==> config.mk <==
export PLATFORM = sky130hd
export DESIGN_NAME = alu_share_arbiter
export DESIGN_NICKNAME = d
export VERILOG_FILES = /design/src/rtl/alu_pkg.sv /design/src/rtl/alu.sv /design/src/rtl/alu_share_arbiter.sv
export SDC_FILE = /design/constraint.sdc
export NUM_CORES = 1
export LEC_CHECK = 0
export ABC_CLOCK_PERIOD_IN_PS = 7800
export BUFFER_PORTS_ARGS = -buffer_cell sky130_fd_sc_hd__buf_2
export CAP_MARGIN = 10
export CORE_MARGIN = 2
export CORE_UTILIZATION = 35
export DETAILED_ROUTE_END_ITERATION = 16
export GPL_ROUTABILITY_DRIVEN = 0
export SLEW_MARGIN = 20
export SYNTH_ARGS = -nofsm -noshare
export SYNTH_HDL_FRONTEND = slang
export SYNTH_SLANG_ARGS = --single-unit
==> constraint.sdc <==
create_clock -name clk -period 7.8 [get_ports clk]
set_input_delay 0 -clock clk [delete_from_list [all_inputs] [get_ports clk]]
set_output_delay 0 -clock clk [all_outputs]
set_load 0.005 [all_outputs]
==> src/rtl/alu_pkg.sv <==
// alu_pkg
// Shared definitions for the ALU and for the ALU sharing arbiter.
//   - ALU opcode encodings (4-bit). Any encoding not listed here is
//     undefined and makes the ALU return zero.
//   - arb_state_t: state encoding of the arbiter/sequencer FSM.
package alu_pkg;

  localparam int unsigned ALU_OP_W = 4;

  // Opcode map. The gaps (0111, 1001, 1011, 1101-1111) are left undefined
  // on purpose so that they can be assigned to future operations.
  localparam logic [ALU_OP_W-1:0] ALU_AND = 4'b0000;
  localparam logic [ALU_OP_W-1:0] ALU_OR  = 4'b0001;
  localparam logic [ALU_OP_W-1:0] ALU_ADD = 4'b0010;
  localparam logic [ALU_OP_W-1:0] ALU_SLL = 4'b0011;
  localparam logic [ALU_OP_W-1:0] ALU_XOR = 4'b0100;
  localparam logic [ALU_OP_W-1:0] ALU_SRL = 4'b0101;
  localparam logic [ALU_OP_W-1:0] ALU_SUB = 4'b0110;
  localparam logic [ALU_OP_W-1:0] ALU_EQ  = 4'b1000;
  localparam logic [ALU_OP_W-1:0] ALU_SRA = 4'b1010;
  localparam logic [ALU_OP_W-1:0] ALU_SLT = 4'b1100;

  // Arbiter sequencing: wait for a request, run the ALU, hand back result.
  typedef enum logic [1:0] {
    IDLE = 2'd0,
    EXEC = 2'd1,
    RESP = 2'd2
  } arb_state_t;

endpackage

==> src/rtl/alu.sv <==
// alu
// Purely combinational ALU shared by the execution-side clients.
// Ports:
//   SrcA, SrcB  : operands (DATA_WIDTH)
//   ALUControl  : operation code, encodings from alu_pkg (OPCODE_LENGTH)
//   ALUResult   : result (DATA_WIDTH); zero for undefined opcodes
module alu
  import alu_pkg::*;
#(
  parameter int DATA_WIDTH    = 32,
  parameter int OPCODE_LENGTH = 4
) (
  input  logic [DATA_WIDTH-1:0]    SrcA,
  input  logic [DATA_WIDTH-1:0]    SrcB,
  input  logic [OPCODE_LENGTH-1:0] ALUControl,
  output logic [DATA_WIDTH-1:0]    ALUResult
);

  // Shifts only ever look at the low five bits of operand B.
  logic [4:0] shamt;
  assign shamt = SrcB[4:0];

  // Operation decode. Comparisons produce a zero-extended 0/1; SRA and SLT
  // treat the operands as two's complement.
  always_comb begin
    ALUResult = '0;
    case (ALUControl)
      ALU_AND: ALUResult = SrcA & SrcB;
      ALU_OR:  ALUResult = SrcA | SrcB;
      ALU_ADD: ALUResult = SrcA + SrcB;
      ALU_SLL: ALUResult = SrcA << shamt;
      ALU_XOR: ALUResult = SrcA ^ SrcB;
      ALU_SRL: ALUResult = SrcA >> shamt;
      ALU_SUB: ALUResult = SrcA - SrcB;
      ALU_EQ:  ALUResult = (SrcA == SrcB) ? DATA_WIDTH'(1) : '0;
      ALU_SRA: ALUResult = $signed(SrcA) >>> shamt;
      ALU_SLT: ALUResult = ($signed(SrcA) < $signed(SrcB)) ? DATA_WIDTH'(1) : '0;
      default: ALUResult = '0;
    endcase
  end

endmodule

==> src/rtl/alu_share_arbiter.sv <==
// alu_share_arbiter
// Round-robin arbiter/sequencer letting NUM_REQ requesters share a single
// alu instance. One operation is in flight at a time:
//   IDLE: grant one valid requester, latch its operands
//   EXEC: ALU works on the latched operands, result is registered
//   RESP: result is offered to the owner until it accepts it
// Ports:
//   clk, reset            : clock, asynchronous active-high reset
//   req_valid/req_ready   : per-requester operation handshake (ready one-hot)
//   req_srca/req_srcb     : packed per-requester operands, slice i at i*DATA_WIDTH
//   req_op                : packed per-requester opcodes, slice i at i*OPCODE_LENGTH
//   rsp_valid/rsp_ready   : per-requester response handshake (valid one-hot)
//   rsp_result            : shared result bus, valid while any rsp_valid bit is set
//   busy                  : high whenever the FSM is not in IDLE
module alu_share_arbiter
  import alu_pkg::*;
#(
  parameter int NUM_REQ       = 2,
  parameter int DATA_WIDTH    = 32,
  parameter int OPCODE_LENGTH = 4
) (
  input  logic                             clk,
  input  logic                             reset,
  input  logic [NUM_REQ-1:0]               req_valid,
  output logic [NUM_REQ-1:0]               req_ready,
  input  logic [NUM_REQ*DATA_WIDTH-1:0]    req_srca,
  input  logic [NUM_REQ*DATA_WIDTH-1:0]    req_srcb,
  input  logic [NUM_REQ*OPCODE_LENGTH-1:0] req_op,
  output logic [NUM_REQ-1:0]               rsp_valid,
  input  logic [NUM_REQ-1:0]               rsp_ready,
  output logic [DATA_WIDTH-1:0]            rsp_result,
  output logic                             busy
);

  localparam int IDX_W = (NUM_REQ > 1) ? $clog2(NUM_REQ) : 1;
  localparam logic [IDX_W-1:0] LAST_IDX = IDX_W'(NUM_REQ - 1);

  // Round-robin pick: first set bit searching upward from last+1, wrapping.
  // Callers only use the result when at least one bit is set.
  function automatic logic [IDX_W-1:0] rrPick(
    input logic [NUM_REQ-1:0] valid,
    input logic [IDX_W-1:0]   last
  );
    logic [IDX_W-1:0] pick;
    logic [IDX_W-1:0] cand;
    logic             found;
    pick  = '0;
    found = 1'b0;
    for (int off = 1; off <= NUM_REQ; off++) begin
      cand = IDX_W'((int'(last) + off) % NUM_REQ);
      if (!found && valid[cand]) begin
        pick  = cand;
        found = 1'b1;
      end
    end
    return pick;
  endfunction

  arb_state_t state_q, state_d;
  logic [IDX_W-1:0]         last_grant_q, last_grant_d;
  logic [IDX_W-1:0]         owner_q, owner_d;
  logic [DATA_WIDTH-1:0]    opa_q, opa_d;
  logic [DATA_WIDTH-1:0]    opb_q, opb_d;
  logic [OPCODE_LENGTH-1:0] op_q, op_d;
  logic [DATA_WIDTH-1:0]    res_q, res_d;

  logic [IDX_W-1:0]         winner;
  logic [DATA_WIDTH-1:0]    aluResult;

  // Unpack the flat request buses so the winner can index them directly.
  logic [DATA_WIDTH-1:0]    srcaArr [NUM_REQ];
  logic [DATA_WIDTH-1:0]    srcbArr [NUM_REQ];
  logic [OPCODE_LENGTH-1:0] opArr   [NUM_REQ];

  for (genvar g = 0; g < NUM_REQ; g++) begin : g_unpack
    assign srcaArr[g] = req_srca[g*DATA_WIDTH +: DATA_WIDTH];
    assign srcbArr[g] = req_srcb[g*DATA_WIDTH +: DATA_WIDTH];
    assign opArr[g]   = req_op[g*OPCODE_LENGTH +: OPCODE_LENGTH];
  end

  assign winner = rrPick(req_valid, last_grant_q);

  // The ALU sees only the latched operands, so requesters may change or
  // drop their inputs as soon as they have been granted.
  alu #(
    .DATA_WIDTH   (DATA_WIDTH),
    .OPCODE_LENGTH(OPCODE_LENGTH)
  ) u_alu (
    .SrcA      (opa_q),
    .SrcB      (opb_q),
    .ALUControl(op_q),
    .ALUResult (aluResult)
  );

  // State and datapath registers. After reset last_grant points at the
  // highest index so that requester 0 wins the first arbitration.
  always_ff @(posedge clk or posedge reset) begin
    if (reset) begin
      state_q      <= IDLE;
      last_grant_q <= LAST_IDX;
      owner_q      <= '0;
      opa_q        <= '0;
      opb_q        <= '0;
      op_q         <= '0;
      res_q        <= '0;
    end else begin
      state_q      <= state_d;
      last_grant_q <= last_grant_d;
      owner_q      <= owner_d;
      opa_q        <= opa_d;
      opb_q        <= opb_d;
      op_q         <= op_d;
      res_q        <= res_d;
    end
  end

  // Next-state and handshake logic. req_ready is gated by reset because the
  // IDLE grant is combinational and must read zero while reset is held.
  always_comb begin
    state_d      = state_q;
    last_grant_d = last_grant_q;
    owner_d      = owner_q;
    opa_d        = opa_q;
    opb_d        = opb_q;
    op_d         = op_q;
    res_d        = res_q;
    req_ready    = '0;
    rsp_valid    = '0;

    unique case (state_q)
      IDLE: begin
        if (!reset && (|req_valid)) begin
          req_ready[winner] = 1'b1;
          opa_d             = srcaArr[winner];
          opb_d             = srcbArr[winner];
          op_d              = opArr[winner];
          owner_d           = winner;
          state_d           = EXEC;
        end
      end
      EXEC: begin
        res_d   = aluResult;
        state_d = RESP;
      end
      RESP: begin
        rsp_valid[owner_q] = 1'b1;
        if (rsp_ready[owner_q]) begin
          last_grant_d = owner_q;
          state_d      = IDLE;
        end
      end
      default: state_d = IDLE;
    endcase
  end

  assign busy       = (state_q != IDLE);
  assign rsp_result = res_q;

endmodule

==> flow_summary_export.csv <==
group,metric,value,unit
outcome,status,"finished clean",
critical_path,path_class,"reg2reg",
yosys,synth_edf_count,0,
critical_path,crit_cells,13,
clocking,cts_hold_buf,140,
finish,instances_no_fill,2422,
grt,antenna_found_initial,1,
critical_path,endpoint,"rsp_result[26]$_DFFE_PP0N_",
grt,grt_pass1_vias,14100,
yosys,avgSynthCellArea,7.88,sq um
drt,first_pass_iters,9,
power,peakVddDrop,232,uV
yosys,ys_warn_count,0,
critical_path,cp_max_fo,68,
critical_path,cp-start-kind,"flip-flop",
clocking,cts_setup_buffers,0,
finish,num_antenna_cells,0,
yosys,ys_ff_latch,104,
finish,ff_latch_area,2610,sq um
grt,grt_max_degree,92,
power,leakagePower,7.13,nW
place,io_buffers,178,
critical_path,max_stage_delay,0.59,ns
critical_path,path_delay_family,"compound AO/OA/AOI/OAI gates",
floorplanning,core,37600,sq um
floorplanning,die_area,39700,sq um
finish,fillers,3810,
finish,drive_gt1_frac,0.163,
drt,dr_total_vias,15000,
timing,min_period,4.24,ns
place,dp_hpwl,39400,um
drt,route.detailed.drc,0,
critical_path,worstPathCellList,"buf_4 -> inv_1 -> buf_4 -> ha_1 -> a21o_1 -> a221o_1 -> a221o_1 -> a211oi_1 -> o21ai_1 -> nor2b_1 -> a21oi_2 -> a2bb2oi_1 -> a221oi_2",
clocking,htreeDepth,3,
floorplanning,num_rows,71,
power,powerDensity,506,nW/um^2
drt,drt-wirelength-per-cell,22.2,um
yosys,syn-num-nets,1936,
drt,drtAntennaViolNets,0,
timing,fin_crit_sh,0.543,
yosys,syn-cell-area,13300,sq um
timing,slew_headroom,0.143,
timing,clock-skew-final,0.0113,ns
finish,syn2layout_area_growth,21.4,%
yosys,synthCells,1693,
yosys,synth.yosys.seq_area_share,0.195,
drt,via_per_inst,6.17,
clocking,cts-root-buf,"clkbuf_16",
hold_path,min_path_type,"in2async",
critical_path,reg2reg_slack,3.56,ns
timing,fmax,0.236,GHz
critical_path,end_kind,"flip-flop",
critical_path,rr_startpoint,"opb_q[2]$_DFFE_PP0P_",
yosys,synthFlopType,"dfrtp_1",
drt,wirelength,53700,um
timing,setup_viol,0,
grt,gr-total-overflow,0,
clocking,path_clk_slew,0.08,ns
critical_path,worst-endpoint-required,8.03,ns
floorplanning,pin_count,179,
floorplanning,die_h,199,um
run,drv_cap,0,
timing,hold_violations,0,
power,power,8.20,mW
critical_path,cp_slowest_cell,"buf_4",
critical_path,reg2reg_to,"rsp_result[26]$_DFFE_PP0N_",
clocking,cts_resized,0,
finish,fin_util,0.431,
grt,grtUsageTotal,0.269,
clocking,clock_path_buffers,2,
floorplanning,start_util,0.355,
critical_path,startpoint,"opb_q[2]$_DFFE_PP0P_",
critical_path,rr_worst_depth,13,
floorplanning,die_w,199,um
timing,slew_viol_final,0,
critical_path,timing.critical_path.buf_inv,3,
grt,grt_pass1_wl,82100,um
finish,nets,2149,
timing,rsz0062_at_grt,"false",
place,placedCellCount,2266,
critical_path,crit_arrival,4.47,ns
clocking,cts_sinks,104,
clocking,cts_tree,"done",
clocking,clock_latency,0.37,ns
timing,hold_ws,0.307,ns
yosys,synthArstFlopShare,1.00,
timing,tns,0,ns
yosys,ys_types,88,
finish,multiInputGateArea,9770,sq um
clocking,cts_buffers,9,
timing,worst_pin_slew,1.25,ns
drt,drt-initial-drc-count,2185,
worst register-to-register path, cell delays in order (launching register included):
cell	delay [ns]
dfrtp_2	0.34
buf_4	0.59
inv_1	0.11
buf_4	0.33
ha_1	0.47
a21o_1	0.24
a221o_1	0.37
a221o_1	0.38
a211oi_1	0.39
o21ai_1	0.23
nor2b_1	0.19
a21oi_2	0.16
a2bb2oi_1	0.21
a221oi_2	0.08
layout by cell type (no fill, tap or decap), types with 11 or more instances in the layout:
cell type      Yosys  layout
o211ai_1          23      23
a31oi_1           20      20
nor2_1           130     129
mux2i_1          132     132
o22ai_1           17      17
a221oi_1          18      18
mux4_2            42      42
buf_4              7      22
nor3_1            37      36
a22oi_1           24      24
nand2_1          185     185
or3_1             12      11
ha_1              99      99
buf_2             28     178
nand4_1           15      15
o221ai_1          20      20
o21bai_1          19      19
a21o_1            13      13
inv_1             94      93
nand3_1           25      25
nor4_1            15      14
dlygate4sd3_1      0     140
o21ai_0          160     160
dfrtp_1          103      99
o21ai_1           12      12
a21oi_1          130     130
a211oi_1          24      24
state kept, by name (all words and copies together) (netlist names):
| register | cells |
|---|---|
| opa_q | 32 |
| opb_q | 32 |
| op_q | 4 |
| owner_q | 1 |
| last_grant_q | 1 |
| rsp_result | 32 |
| state_q | 2 |
cell families (layout without fill, tap and decap cells):
family | count (synthesis) | count (layout) | synth area share
xor gates and xnor gates | 13 | 13 | 0.00853
DFF | 104 | 104 | 0.195
adders and majority gates | 101 | 101 | 0.0958
and+or+nand+nor | 474 | 474 | 0.161
AOI/OAI and AO/OA | 578 | 578 | 0.283
muxes | 186 | 186 | 0.181
buffers and inverters | 237 | 455 | 0.0752
report_power, final:
part	switching (mW)	leakage [nW]	total, mW	internal, mW
Sequential	0.547	1.30	1.32	0.773
Combinational	4.02	5.66	6.34	2.32
Clock	0.227	0.170	0.542	0.315
cells in the mapped netlist (17+ instances only):
library cell	number	area [sq um]
a221oi_1	18	158
ha_1	99	1240
o22ai_1	17	106
inv_1	94	353
clkbuf_1	84	315
o21bai_1	19	143
nand2_1	185	694
o21ai_0	160	801
mux4_2	42	946
a211oi_1	24	180
mux2i_1	132	1320
nor3_1	37	185
buf_2	28	140
a31oi_1	20	125
nand3_1	25	125
dfrtp_1	103	2580
nor2_1	130	488
a21oi_1	130	651
o221ai_1	20	175
a22oi_1	24	180
o211ai_1	23	173
how the worst min path moves through the flow:
stage,from,endpoint,slack (ns),cells after the start
after floorplan,rsp_ready[1],last_grant_q$_DFFE_PP1P_,0.16,2
after global placement,reset,state_q[1]$_DFFE_PP0P_,0.16,2
after detailed placement,reset,state_q[1]$_DFFE_PP0P_,0.16,2
after CTS,reset,state_q[1]$_DFFE_PP0P_,0.32,3
after global routing,reset,state_q[1]$_DFFE_PP0P_,0.38,3
final,reset,state_q[1]$_DFFE_PP0P_,0.31,3
metal layers:
layer / GRT usage / vias up / share of wire
met1: 0.361 / 7112 / 0.40
met5: 0 / - / 0.00030
met2: 0.403 / 926 / 0.43
met3: 0.0785 / 194 / 0.12
li1: - / 6720 / -
met4: 0.109 / 2 / 0.045
through the flow:
| stage | cell area, sq um | setup WS, ns |
|---|---|---|
| 2_1_floorplan | 13300 | 4.17 |
| 3_3_place_gp | 14500 | 3.66 |
| 3_5_place_dp | 14500 | 3.64 |
| 4_1_cts | 16200 | 3.63 |
| 5_1_grt | 16200 | 3.38 |
| 6_report | 16200 | 3.56 |
area by class of cell:
class                           count  area share
Multi-Input combinational cell   1352       0.603
Inverter                           99      0.0231
Clock buffer                        9      0.0139
Clock inverter                      7     0.00726
Tap cell                          511      0.0395
Sequential cell                   104       0.161
Timing Repair Buffer              340       0.152
No activity file was read; power rests on OpenSTA's default activity.
